===== src/rtl/uart_pkg.sv =====
// Shared UART definitions for the transmit and receive paths.
package uart_pkg;

   typedef enum logic [1:0] {
      TX_IDLE,
      TX_START,
      TX_DATA,
      TX_STOP
   } uart_tx_state_t;

   localparam int unsigned UART_OVERSAMPLE   = 8;
   localparam int unsigned UART_OVERSAMPLE_W = $clog2(UART_OVERSAMPLE);
   localparam logic        UART_IDLE_LEVEL   = 1'b1;

endpackage


===== src/rtl/uart_baud_counter.sv =====
// Loadable down-counter marking the end of a bit period; shared by TX and RX.
module uart_baud_counter #(
   parameter int unsigned CNT_W = 19
) (
   input  logic             clk,
   input  logic             nrst,
   input  logic             load,
   input  logic [CNT_W-1:0] load_val,
   output logic             tick_c,
   output logic             zero_next_c
);

   logic [CNT_W-1:0] cnt_q;
   logic [CNT_W-1:0] cnt_d;

   // Load wins over counting; counter parks at zero between frames.
   always_comb begin
      cnt_d = cnt_q;
      if (load) begin
         cnt_d = load_val;
      end else if (cnt_q != '0) begin
         cnt_d = cnt_q - CNT_W'(1);
      end
   end

   always_ff @(posedge clk or negedge nrst) begin
      if (!nrst) begin
         cnt_q <= '0;
      end else begin
         cnt_q <= cnt_d;
      end
   end

   assign tick_c      = (cnt_q == '0);
   assign zero_next_c = (cnt_d == '0);

endmodule


===== src/rtl/uart_axis_tx.sv =====
// AXI-stream fed 8N1 UART transmitter with zero-gap back-to-back frames.
module uart_axis_tx
   import uart_pkg::*;
#(
   parameter int unsigned DATA_WIDTH = 8,
   parameter int unsigned PRESC_W    = 16
) (
   input  logic                  clk,
   input  logic                  nrst,
   input  logic [DATA_WIDTH-1:0] input_axis_tdata,
   input  logic                  input_axis_tvalid,
   output logic                  input_axis_tready,
   input  logic [PRESC_W-1:0]    prescale,
   output logic                  txd,
   output logic                  busy
);

   localparam int unsigned CNT_W = PRESC_W + UART_OVERSAMPLE_W;
   localparam int unsigned IDX_W = (DATA_WIDTH > 1) ? $clog2(DATA_WIDTH) : 1;
   localparam logic [IDX_W-1:0] LAST_IDX = IDX_W'(DATA_WIDTH - 1);

   uart_tx_state_t          state_q;
   uart_tx_state_t          state_d;
   logic [DATA_WIDTH-1:0]   shift_q;
   logic [DATA_WIDTH-1:0]   shift_d;
   logic [IDX_W-1:0]        idx_q;
   logic [IDX_W-1:0]        idx_d;
   logic [CNT_W-1:0]        period_q;
   logic [CNT_W-1:0]        period_d;
   logic [PRESC_W-1:0]      presc_eff_c;
   logic [CNT_W-1:0]        accept_period_c;
   logic                    accept_c;
   logic                    load_c;
   logic [CNT_W-1:0]        load_val_c;
   logic                    tick_c;
   logic                    zero_next_c;
   logic                    txd_d;
   logic                    busy_d;
   logic                    tready_d;

   // A zero prescale would give no bit period at all; run it as the fastest rate.
   assign presc_eff_c     = (prescale == '0) ? PRESC_W'(1) : prescale;
   assign accept_period_c = {presc_eff_c, UART_OVERSAMPLE_W'(0)};
   assign accept_c        = input_axis_tvalid & input_axis_tready;

   uart_baud_counter #(
      .CNT_W (CNT_W)
   ) u_baud (
      .clk         (clk),
      .nrst        (nrst),
      .load        (load_c),
      .load_val    (load_val_c),
      .tick_c      (tick_c),
      .zero_next_c (zero_next_c)
   );

   // Frame sequencing; every bit start reloads the baud counter with T-1.
   always_comb begin
      state_d    = state_q;
      shift_d    = shift_q;
      idx_d      = idx_q;
      period_d   = period_q;
      load_c     = 1'b0;
      load_val_c = period_q - CNT_W'(1);
      case (state_q)
         TX_IDLE: begin
            if (accept_c) begin
               state_d    = TX_START;
               shift_d    = input_axis_tdata;
               period_d   = accept_period_c;
               load_c     = 1'b1;
               load_val_c = accept_period_c - CNT_W'(1);
            end
         end
         TX_START: begin
            if (tick_c) begin
               state_d = TX_DATA;
               idx_d   = '0;
               load_c  = 1'b1;
            end
         end
         TX_DATA: begin
            if (tick_c) begin
               load_c  = 1'b1;
               shift_d = shift_q >> 1;
               if (idx_q == LAST_IDX) begin
                  state_d = TX_STOP;
               end else begin
                  idx_d = idx_q + IDX_W'(1);
               end
            end
         end
         TX_STOP: begin
            // tready is only high on the final stop cycle, so an accept here also ends the bit.
            if (accept_c) begin
               state_d    = TX_START;
               shift_d    = input_axis_tdata;
               period_d   = accept_period_c;
               load_c     = 1'b1;
               load_val_c = accept_period_c - CNT_W'(1);
            end else if (tick_c) begin
               state_d = TX_IDLE;
            end
         end
         default: begin
            state_d = TX_IDLE;
         end
      endcase
   end

   // Next values of the registered outputs, decoded from the next state.
   always_comb begin
      txd_d    = UART_IDLE_LEVEL;
      busy_d   = (state_d != TX_IDLE);
      tready_d = (state_d == TX_IDLE) || ((state_d == TX_STOP) && zero_next_c);
      case (state_d)
         TX_START: txd_d = ~UART_IDLE_LEVEL;
         TX_DATA:  txd_d = shift_d[0];
         default:  txd_d = UART_IDLE_LEVEL;
      endcase
   end

   always_ff @(posedge clk or negedge nrst) begin
      if (!nrst) begin
         state_q           <= TX_IDLE;
         shift_q           <= '0;
         idx_q             <= '0;
         period_q          <= '0;
         txd               <= UART_IDLE_LEVEL;
         busy              <= 1'b0;
         input_axis_tready <= 1'b0;
      end else begin
         state_q           <= state_d;
         shift_q           <= shift_d;
         idx_q             <= idx_d;
         period_q          <= period_d;
         txd               <= txd_d;
         busy              <= busy_d;
         input_axis_tready <= tready_d;
      end
   end

endmodule


===== config.mk =====
export PLATFORM = sky130hd
export DESIGN_NAME = uart_axis_tx
export DESIGN_NICKNAME = d
export VERILOG_FILES = /design/src/rtl/uart_pkg.sv /design/src/rtl/uart_baud_counter.sv /design/src/rtl/uart_axis_tx.sv
export SDC_FILE = /design/constraint.sdc
export NUM_CORES = 1
export LEC_CHECK = 0
export CAP_MARGIN = 30
export CORE_MARGIN = 3
export CORE_UTILIZATION = 46
export CTS_CLUSTER_SIZE = 16
export DETAILED_ROUTE_END_ITERATION = 6
export GPL_ROUTABILITY_DRIVEN = 0
export PLACE_DENSITY = 0.76
export SLEW_MARGIN = 20
export SYNTH_ARGS = -nofsm -noshare
export SYNTH_HDL_FRONTEND = slang
export SYNTH_SLANG_ARGS = --single-unit

===== constraint.sdc =====
create_clock -name clk -period 3.7 [get_ports clk]
set_clock_uncertainty 0.1 [all_clocks]
set_input_delay 0.37 -clock clk [delete_from_list [all_inputs] [get_ports clk]]
set_output_delay 0.37 -clock clk [all_outputs]
set_load 0.01 [all_outputs]

==> impl.org, run 1 <==
** Floorplan
- Placement row count :: 30
- In this run the vertical extent of the chip is 91.9 um.
- Count of pins on the block boundary :: 30
- Core region area :: 6980 um2
- The floorplan step defined a die boundary enclosing 8450 um2.
- Starting utilization of the core area :: 48.6%
- Measured along the x axis, the die boundary spans 91.9 um.

** Cells and area
- Cells fill 58.3% of the core in the end.
- The area growth from synthesis to layout is 19.8%.
- After the last flow step, the layout net total stands at 486.
- In the final layout, the share of cells above drive strength 1 is 12.9%.
- Finished Layout Cells :: 547
- The library cell used most frequently in the layout, excluding fill and tap cells, is nand2_1.
- # diodes :: 0
- Leading cell types in the layout, fill and taps excluded :: 74 x nand2_1, 50 x dfrtp_1, 35 x nor2_1

** CTS
- The clock passes through at most 2 buffers.
- TritonCTS built the clock tree.
- For this design, the sink count on the clock tree is 51.
- Root buffer cell :: clkbuf_8
- Clock latency on the worst-skew pair :: 0.31 ns
- Clock-pin slew was measured on the worst setup and hold paths at 0.09 ns.
- Clock buffers created by TritonCTS :: 5
- Number of buffers added for setup after CTS :: 0
- The clock tree synthesis step divided the H-tree into 2 levels.

** Place
- Count of input and output buffers :: 29
- The HPWL after detailed placement is 6760 um.
- In this run, placement finished with an instance count of 538.

** Logic synthesis
- Of all flip-flops after synthesis, the portion carrying an async set or reset was 100%.
- After Yosys synthesis, and, or, nand and nor cells account for 28.1% of the synthesized area.
- After synthesis, flip-flops and latches occupy 37.6% of the total area.
- After synthesis, the share of cell area in mux cells is 0.885%.
- During synthesis, Yosys emitted a total of 0 warnings.
- The synthesized netlist devotes 19.5% of its cell area to compound gates.
- Dominant combinational cell family by area after synthesis :: simple AND/OR/NAND/NOR gates
- After synthesis the cells add up to 3390 um2.
- Counting flops and latches in the post-synthesis netlist gives 51.
- Synth Flop Type :: dfrtp_1
- The cell count after synthesis came out at 403.
- Net Count, Synth :: 439
- Xor and xnor fraction of the mapped netlist area :: 6.71%
- Summing the areas of all fa, ha and maj instances in the mapped netlist gives 3.32% of the synthesized area.
- After synthesis, the netlist uses 67 different library cells.
- Averaged over all synthesized cells, the footprint is 8.42 um2.
- Post-synth EDFFs :: 0

** Routing
- Number of optimization iterations in the first detailed-route pass :: 6
- Via density per instance :: 5.88
- In the final routed layout, each cell accounts on average for 16.3 um.
- Post-route ant nets :: 0
- Vias :: 3216
- The routed design has 8900 um of wire.
- The first routing iteration left 203 violations.
- Remaining routing DRC violations :: 0

** Global route
- Entering global routing, the biggest net connects 28 pins.
- Overall routing resource usage :: 21.8%
- The initial antenna violation count is 0.
- Via count of the first global-routing pass :: 3108
- First-pass GRT wire length :: 14800 um
- For this run the aggregate overflow at the end of global routing stands at 0.

** Timing
- Number of max-slew violations in the final report :: 0
- In this run the tightest slew margin relative to its limit is 55.4%.
- Final setup violation count :: 0
- The clock period could shrink to 3.37 ns.
- For this run, the top clock speed supported by timing is 0.297 GHz.
- Number of hold-slack violations in the final timing report :: 0
- Part of the cycle the worst path needs :: 91.0%
- Setup repair after global routing left no endpoint under its margin.
- Transition time at the pin with the least slew margin :: 0.665 ns

** Setup path
- Startpoint class of the critical path :: primary input
- In this run the worst path has a maximum fanout of 4.
- R2R cell count :: 10
- R2R Setup Slk :: 0.48 ns
- Data arrival time of the critical path :: 3.52 ns
- By startpoint and endpoint, the worst setup path is classified as primary input to register.
- Worst r2r dst :: input_axis_tready
- Data required, critical path :: 3.85 ns
- Endpoint of the worst setup timing path :: input_axis_tready
- Launch point of the worst path :: prescale[10]
- Worst setup EP type :: register
- The startpoint identified for the worst register-to-register timing path is u_baud.cnt_q[0].

** Min path
- Min-delay worst type :: register to register

** Outcome
- The run finished with clean final reports.

** Power and ir drop
- Clock power frac :: 39.3%
- Switching power :: 230 uW
- Peak supply drop :: 0.166 mV
- Logic pwr share :: 7.6%
- In this run the power density over the cells is 258 nW/um2.
- Net switching is 21.9% of the power.
- Pint :: 819 uW
- Per report_power, the sequential group accounts for 53.1% of the total.
- Summed over all cells, the static leakage comes to 1.73 nW.

** Flow run
- Max-cap violations :: 0
## layout make-up
type                    count  area (um2)
multi-input cells         321        2010
clock buffers               6        82.6
clock inverters             2        35.0
well taps                  96         120
fillers                   648        2910
repair buffers             55         483
flip-flops and latches     51        1280
inverters                  16        60.1
## cells in the mapped netlist (all sizes together), types with 3 or more instances
master / instances / area [um2]
o211ai: 5 / 42.5
nor3: 10 / 55.1
a31oi: 6 / 37.5
mux2i: 3 / 30.0
or3: 9 / 61.3
ha: 9 / 113
nand2: 74 / 278
xnor2: 16 / 140
nand3: 10 / 60.1
xor2: 10 / 87.6
a22oi: 4 / 30.0
a21oi: 14 / 73.8
a32oi: 8 / 70.1
o31ai: 4 / 30.0
o21ai: 36 / 184
dfrtp: 50 / 1250
inv: 16 / 60.1
buf: 7 / 38.8
nor2: 38 / 148
or4: 11 / 90.1
clkbuf: 8 / 30.0
a21o: 3 / 22.5
nor4: 14 / 124
## worst min-delay path by stage
stage	start	end	slack, ns	depth (start not counted)
2_1_floorplan	nrst	busy	-0.03	0
3_3_place_gp	nrst	shift_q[7]	0.28	1
3_5_place_dp	nrst	shift_q[7]	0.29	1
4_1_cts	shift_q[7]	shift_q[7]	0.39	2
5_1_grt	shift_q[5]	shift_q[5]	0.43	2
6_report	shift_q[3]	shift_q[3]	0.39	2
## critical path, stage by stage
cell             delay [ns]
clkdlybuf4s50_1        0.48
nor4_2                 0.29
nand3_1                0.20
nor2_1                 0.17
nor2_1                 0.06
ha_1                   0.22
nor4b_2                0.18
buf_4                  0.14
nand4_1                0.13
xor2_1                 0.18
nor2_1                 0.07
a311o_1                0.32
nand4b_1               0.20
nor4_2                 0.30
a41o_1                 0.21
## cell families (layout without fill, tap and decap cells)
kind of cell | after synthesis | count (layout)
simple gates | 184 | 184
compound gates | 99 | 99
flops | 51 | 51
buf+inv | 31 | 79
xor+xnor | 26 | 26
fa+ha+maj | 9 | 9
mux | 3 | 3
## routing by layer
metal	up-vias	track usage, %	wire length, um
met2	131	34.0	4190
li1	1557	-	-
met5	-	0	0
met4	0	10.5	272
met3	25	2.71	559
met1	1503	30.1	3870
## power by group through the flow
stage,sequential (mW),clock (mW),combinational [mW]
2_1_floorplan,0.568,0,0.0133
3_3_place_gp,0.568,0,0.0762
3_5_place_dp,0.568,0,0.0775
4_1_cts,0.557,0.416,0.0787
5_1_grt,0.557,0.445,0.0871
6_report,0.557,0.412,0.0795
## sequential cells by signal (all words and copies together), names as in the netlist
signal / flops
busy: 1
idx_q: 3
input_axis_tready: 1
period_q: 16
shift_q: 8
state_q: 2
txd: 1
u_baud.cnt_q: 19
## per-stage QoR
step	TNS (ns)	total power [mW]	instance area [um2]	worst slack, ns	hold WS (ns)
final	0	1.05	4070	0.332	0.390
after CTS	0	1.05	4050	0.178	0.393
after floorplan	0	0.581	3390	0.763	-0.0256
after detailed placement	-0.0667	0.645	3920	-0.0667	0.293
after global placement	-0.0664	0.644	3920	-0.0664	0.282
after global routing	0	1.09	4070	0.0592	0.428
## repair_timing
action	CTS	global route
hold buffers	1	0
resized for setup	0	3
endpoints found under the hold margin	23	0
endpoints found under the setup margin	0	1
(Power assumes the default switching activity.)
==> run 2, diff against run 1 <==
--- a/config.mk
+++ b/config.mk
@@ -12,6 +12,7 @@
 export DETAILED_ROUTE_END_ITERATION = 6
 export GPL_ROUTABILITY_DRIVEN = 0
 export PLACE_DENSITY = 0.76
+export RECOVER_POWER = 25
 export SLEW_MARGIN = 20
 export SYNTH_ARGS = -nofsm -noshare
 export SYNTH_HDL_FRONTEND = slang
==> run 2 against run 1 <==
Net effect:
- core utilization is 0.072 points lower
- worst setup slack hardly changed
- clock power hardly changed
- highest routed layer unchanged
- maximum frequency hardly changed
- first-iteration DRC count is 0.99% higher
- power is 0.13% lower
- design area is 0.12% lower
- sequential power hardly changed
- largest cell class unchanged
- wire length is 0.12% lower
- critical endpoint unchanged
- largest power group unchanged
==> impl.org, run 2 (synthesized netlist as in run 1, its figures left out) <==
** Outcome
- The run finished with clean final reports.

** Power and ir drop
- Logic pwr share :: 7.5%
- Per report_power, the sequential group accounts for 53.2% of the total.
- In this run the static leakage power is 1.73 nW.
- Total power draw :: 1.05 mW
- Net switching is 21.9% of the power.
- Switching power :: 229 uW
- Pint :: 818 uW
- Clock power frac :: 39.3%
- VDD sags by at most 0.166 mV.
- In this run the power density over the cells is 258 nW/um2.

** Setup path
- Worst setup EP type :: register
- The critical path in this run is classified as primary input to register.
- Counting stages on the worst path, the most repeated cell is nor2_1.
- Data required, critical path :: 3.85 ns
- The most critical setup path has its startpoint at prescale[10].
- Counting cells, the worst reg-to-reg path comes to 10.
- In this design, the stage delay of the slowest critical-path cell is 0.48 ns.
- Highest fanout seen on the critical path :: 4
- R2R Setup Slk :: 0.47 ns
- Cell with the largest stage delay on the worst path :: clkdlybuf4s50_1
- Traced cell by cell, the critical path runs through clkdlybuf4s50_1 > nor4_2 > nand3_1 > nor2_1 > nor2_1 > ha_1 > nor4b_2 > buf_4 > nand4_1 > xor2_1 > nor2_1 > a311o_1 > nand4b_1 > nor4_2 > a41o_1.
- Endpoint of the worst setup timing path :: input_axis_tready
- In this run the critical register-to-register path is captured at input_axis_tready.
- Data arrival time of the critical path :: 3.52 ns
- Startpoint of the lowest-slack register-to-register path :: u_baud.cnt_q[0]
- Startpoint class of the critical path :: primary input

** Timing
- Final setup violation count :: 0
- Across all setup checks in the final design, the least slack found is 0.332 ns.
- The final hold violation count is 0.
- Transition time at the pin with the least slew margin :: 1.48 ns
- Setup repair after global routing left no endpoint under its margin.
- Part of the cycle the worst path needs :: 91.0%
- Based on the critical path, the design can be clocked at up to 0.297 GHz.
- After routing, the total negative slack on setup checks comes to 0 ns.
- Number of max-slew violations in the final report :: 0
- Remaining max-slew budget at the tightest pin :: 1.10%
- Counting I/O delays and the setup requirement, the final critical path takes 3.37 ns.

** Place
- Buffers placed on the I/O ports in this run total 29.
- Summed over all nets, the half-perimeter wirelength after detailed placement is 6760 um.
- Pre-CTS WS :: -0.0667 ns

** Global route
- For this run, the total global-route usage over all layers was measured as 21.8%.
- Entering global routing, the biggest net connects 28 pins.
- The number of global-route vias before repair was 3108.
- Number of antenna violations at the first check in global routing :: 0
- The first global-routing pass estimated 14800 um of wire.
- For this run the aggregate overflow at the end of global routing stands at 0.

** CTS
- The clock reaches the later pin of the worst-skew pair after 0.32 ns.
- The H-tree generated during clock tree synthesis spans 2 levels.
- Clock slew at reported path FFs :: 0.09 ns
- The tree built by TritonCTS fans out to 51 sinks.
- Post-CTS timing repair inserted 0 buffers for setup.
- Clock buffers created by TritonCTS :: 5
- Root buffer cell :: clkbuf_8
- TritonCTS built the clock tree.
- Clock tree buffer depth :: 2

** Cells and area
- Flip-flop count of the largest register after layout :: 19
- Leading cell types in the layout, fill and taps excluded :: 74 x nand2_1, 50 x dfrtp_1, 35 x nor2_1
- Net total in the final layout :: 486
- The library cell used most frequently in the layout, excluding fill and tap cells, is nand2_1.
- The area growth from synthesis to layout is 19.7%.
- Top register by number of flip-flops :: u_baud.cnt_q
- Registers with the highest flip-flop counts :: u_baud.cnt_q: 19 flops, period_q: 16 flops, shift_q: 8 flops
- The layout has 651 filler cells.
- # diodes :: 0
- Share of layout cells above drive strength 1 :: 12.4%

** Routing
- The pre-antenna-repair detailed-routing pass consisted of 5 iterations.
- Post-detailed-route wirelength per cell :: 16.2 um
- Via density per instance :: 5.90
- Remaining routing DRC violations :: 0
- Post-route ant nets :: 0
- Wires add up to 8890 um.
- The final route contains 3227 vias.
- Iteration-0 DRC count of the detailed router :: 205

** Floorplan
- The die covers 8450 um2.
- The floorplan step set the die height to 91.9 um.
- Row generation in the floorplan step produced 30 rows.
- Starting utilization of the core area :: 48.6%
- Core region area :: 6980 um2
- The die is 91.9 um wide.
- 30 I/O pins were placed.

** Flow run
- Max-cap violations in this run came to 0.

** Min path
- Along the worst hold path, the cell count comes to 2.
- Min-delay worst type :: register to register
## run 2: final cells by class
class / count / area [um2] / area share (%)
well taps: 96 / 120 / 2.96
inverters: 16 / 60.1 / 1.48
flip-flops and latches: 51 / 1280 / 31.4
clock inverters: 2 / 35.0 / 0.862
clock buffers: 6 / 82.6 / 2.03
repair buffers: 55 / 478 / 11.8
multi-input cells: 321 / 2010 / 49.5
## run 2: timing repair
action | CTS | global route
resized for setup | 0 | 3
endpoints found under the setup margin | 0 | 1
hold buffers | 1 | 0
endpoints found under the hold margin | 23 | 0
## run 2: stage by stage
| step | area, um2 | util [%] | hold WS [ns] | instances |
|---|---|---|---|---|
| finish | 4060 | 58.2 | 0.388 | 547 |
| floorplan | 3390 | - | -0.0256 | 403 |
| global route | 4060 | 58.2 | 0.428 | 547 |
| global placement | 3920 | 56.2 | 0.282 | 538 |
| CTS | 4050 | 58.0 | 0.393 | 547 |
| detailed placement | 3920 | 56.2 | 0.293 | 538 |
## run 2: power groups by stage
stage                     logic, mW  clock network (mW)  registers, mW
after floorplan              0.0133                   0          0.568
after global placement       0.0762                   0          0.568
after detailed placement     0.0775                   0          0.568
after CTS                    0.0787               0.416          0.557
after global routing         0.0865               0.445          0.557
final                        0.0788               0.411          0.557
## run 2: how the worst min path moves through the flow
stage / endpoint / start
5_1_grt: shift_q[5] / shift_q[5]
3_3_place_gp: shift_q[7] / nrst
4_1_cts: shift_q[7] / shift_q[7]
2_1_floorplan: busy / nrst
3_5_place_dp: shift_q[7] / nrst
6_report: shift_q[7] / shift_q[7]
## run 2: layer usage
| layer | vias up | global-route usage [%] | routed length, um |
|---|---|---|---|
| li1 | 1557 | - | - |
| met4 | 0 | 10.5 | 290 |
| met3 | 26 | 2.71 | 554 |
| met2 | 131 | 34.0 | 4180 |
| met1 | 1513 | 30.1 | 3860 |
| met5 | - | 0 | 0 |
## run 2: worst max-delay path, delay by kind of cell
family          cells  cell delay (ns)
fa+ha+maj           1             0.22
simple gates        9             1.59
compound gates      2             0.53
xor+xnor            1             0.18
buf+inv             2             0.62
==> run 3, diff against run 2 <==
==> constraint.sdc (replaced) <==
create_clock -name clk -period 3.45 [get_ports clk]
set_clock_uncertainty 0.1 [all_clocks]
set_input_delay 0.345 -clock clk [delete_from_list [all_inputs] [get_ports clk]]
set_output_delay 0.345 -clock clk [all_outputs]
set_load 0.01 [all_outputs]
==> run 3 against run 2 <==
Net effect:
- the flow now finishes with violations (max-capacitance violations, max-slew violations)
- count of clock-buffer cells in the layout up 1
- critical path depth decreased by 1
- hold slack lost 0.0021 ns
- first-iteration DRC count grew 45%
- wire length rose by 1.5%
- via count is 2.2% higher
- sequential share of layout area fell by 0.077 points
- clock power is 11% lower
==> impl.org, run 3 (synthesized netlist as in run 1, its figures left out) <==
** Floorplan
- Die height :: 91.9 um
- Placement row count :: 30
- Count of pins on the block boundary :: 30
- Starting utilization of the core area :: 48.6%
- The die is 91.9 um wide.
- Core region area :: 6980 um2
- Die Outline Area :: 8450 um2

** Routing
- Number of optimization iterations in the first detailed-route pass :: 5
- Using the TritonRoute via totals, the vias-per-cell ratio works out to 5.97.
- The detailed router finished its first iteration with 298 violations.
- Post-detailed-route wirelength per cell :: 16.3 um
- Post-route ant nets :: 0
- Vias :: 3299
- The routed design has 9020 um of wire.
- Remaining routing DRC violations :: 0

** Place
- During placement, the flow inserted port buffers numbering 29.
- Counting tap cells, the placed design contains a total of 544 instances.
- Summed over all nets, the half-perimeter wirelength after detailed placement is 6900 um.

** CTS
- TritonCTS built the clock tree.
- For the worst-skew pair, the clock arrives at the later sink with an insertion delay of 0.31 ns.
- Clock tree buffer depth :: 2
- Clock sink total :: 51
- Buffers inserted during clock tree synthesis total 5.
- In this run the number of H-tree levels came out at 2.
- Clock-pin slew was measured on the worst setup and hold paths at 0.09 ns.
- CTS placed an instance of clkbuf_8 at the clock tree root.

** Setup path
- At the worst endpoint, the required time is 3.59 ns.
- Along the worst path, the maximum fanout reaches 4.
- Startpoint class of the critical path :: primary input
- The worst register-to-register path begins at u_baud.cnt_q[0].
- The worst setup path is captured at a register.
- In this run the register-to-register setup slack is 0.24 ns.
- Data arrival time of the critical path :: 3.39 ns
- Worst setup path category :: primary input to register
- The number of cells on the worst reg-to-reg path is 11.
- Worst r2r dst :: input_axis_tready

** Timing
- Max Fclk :: 0.308 GHz
- For the finished layout, the period the worst path requires is 3.25 ns.
- At the pin with the least slew margin, the transition time is 1.58 ns.
- Setup violations remaining at the end of the flow were counted as 0.
- Sum of negative setup slack :: 0 ns
- The number of slew-limit violations in the final report was 31.
- Remaining max-slew budget at the tightest pin :: -5.34%
- Dividing the final minimum period by the clock period gives 94.1%.
- The final hold violation count came to 0.
- RSZ-0062 raised after global routing :: false

** Global route
- Entering global routing, the biggest net connects 31 pins.
- The total overflow left after global routing is 0.
- Via count of the first global-routing pass :: 3189
- Number of antenna violations at the first check in global routing :: 0
- Overall routing resource usage :: 22.3%
- The first global-routing pass estimated 15400 um of wire.

** Cells and area
- Net total in the final layout :: 492
- Share of layout cells above drive strength 1 :: 12.9%
- Top register by number of flip-flops :: u_baud.cnt_q
- Area growth from synthesis to layout :: 20.0%
- The register with the most flip-flops in the layout has 19 of them.
- Leading cell type in the layout, fill and taps excluded :: nand2_1
- The largest registers in the layout are u_baud.cnt_q: 19 flops, period_q: 16 flops, shift_q: 8 flops.
- The top cell types in the final layout, fill and taps aside, are 74 x nand2_1, 50 x dfrtp_1, 35 x nor2_1.
- The repair_antennas step left the layout with diodes totalling 0.
- Finished Layout Cells :: 553

** Power and ir drop
- In this run the static leakage power is 1.74 nW.
- Power per cell area :: 258 nW/um2
- Peak supply drop :: 0.162 mV

** Flow run
- Max-cap violations :: 1

** Min path
- Min-delay worst type :: register to register
- In this run the most critical hold path is launched from shift_q[3].
- Along the worst hold path, the cell count comes to 2.
- For hold timing, the worst endpoint is shift_q[3].

** Outcome
- The final reports fail on max-capacitance violations, max-slew violations.
- The run finished, with violations left.
run 3: changes by cell type in the layout (fill, tap and decap cells not counted), sizes merged:
cell,before,now
buf,25,31
bufinv,1,0
clkbuf,7,8
run 3: repair_timing:
item                                   4_1_cts  5_1_grt
resized for setup                            0        1
setup endpoints to repair                    0        1
hold buffers                                 1        0
buffers inserted                             0        0
endpoints found under the hold margin       28        0
run 3: routing by layer:
metal / vias up / routed length [um] / global-route usage, %
met5: - / 0 / 0
met4: 0 / 172 / 6.68
met3: 24 / 601 / 3.28
met2: 143 / 4280 / 36.6
met1: 1557 / 3970 / 30.5
li1: 1575 / - / -
run 3: layout make-up:
class                           count  area, um2
Fill cell                         635       2910
Multi-Input combinational cell    321       2000
Sequential cell                    51       1280
Timing Repair Buffer               61        527
Tap cell                           96        120
Clock buffer                        7       86.3
Inverter                           16       60.1
Clock inverter                      1       5.00
run 3: critical path, cell delays in order:
cell             delay (ns)
clkdlybuf4s50_1        0.49
nor4_1                 0.08
nand3_1                0.13
nor2_1                 0.08
nor2_1                 0.10
ha_1                   0.16
nor4b_1                0.54
nand4_1                0.21
xor2_1                 0.17
nor2_1                 0.07
a311o_1                0.33
nand4b_1               0.20
nor4_1                 0.26
a41o_1                 0.21
run 3: worst max-delay path by stage:
stage                                from           endpoint  slack, ns  depth (start not counted)
after floorplan               prescale[2]  input_axis_tready       0.54                         14
after global placement        prescale[8]  input_axis_tready      -0.01                         14
after detailed placement      prescale[8]  input_axis_tready      -0.12                         14
after CTS                 u_baud.cnt_q[0]  input_axis_tready       0.16                         11
after global routing      u_baud.cnt_q[0]  input_axis_tready       0.04                         11
final                         prescale[8]  input_axis_tready       0.20                         14
run 3: stage by stage:
stage	hold WS (ns)	setup WS [ns]	instance area (um2)	util, %	power [mW]
5_1_grt	0.419	0.0365	4070	58.3	1.09
4_1_cts	0.392	0.155	4070	58.3	1.05
3_3_place_gp	0.306	-0.00969	3970	56.8	0.695
3_5_place_dp	0.320	-0.121	3970	56.8	0.696
6_report	0.386	0.204	4070	58.3	1.05
2_1_floorplan	-0.0506	0.538	3390	-	0.624
run 3: power breakdown:
group | internal [mW] | total [mW] | switching, mW
clock | 0.162 | 0.364 | 0.201
combinational | 0.0481 | 0.0878 | 0.0396
sequential | 0.597 | 0.597 | 0
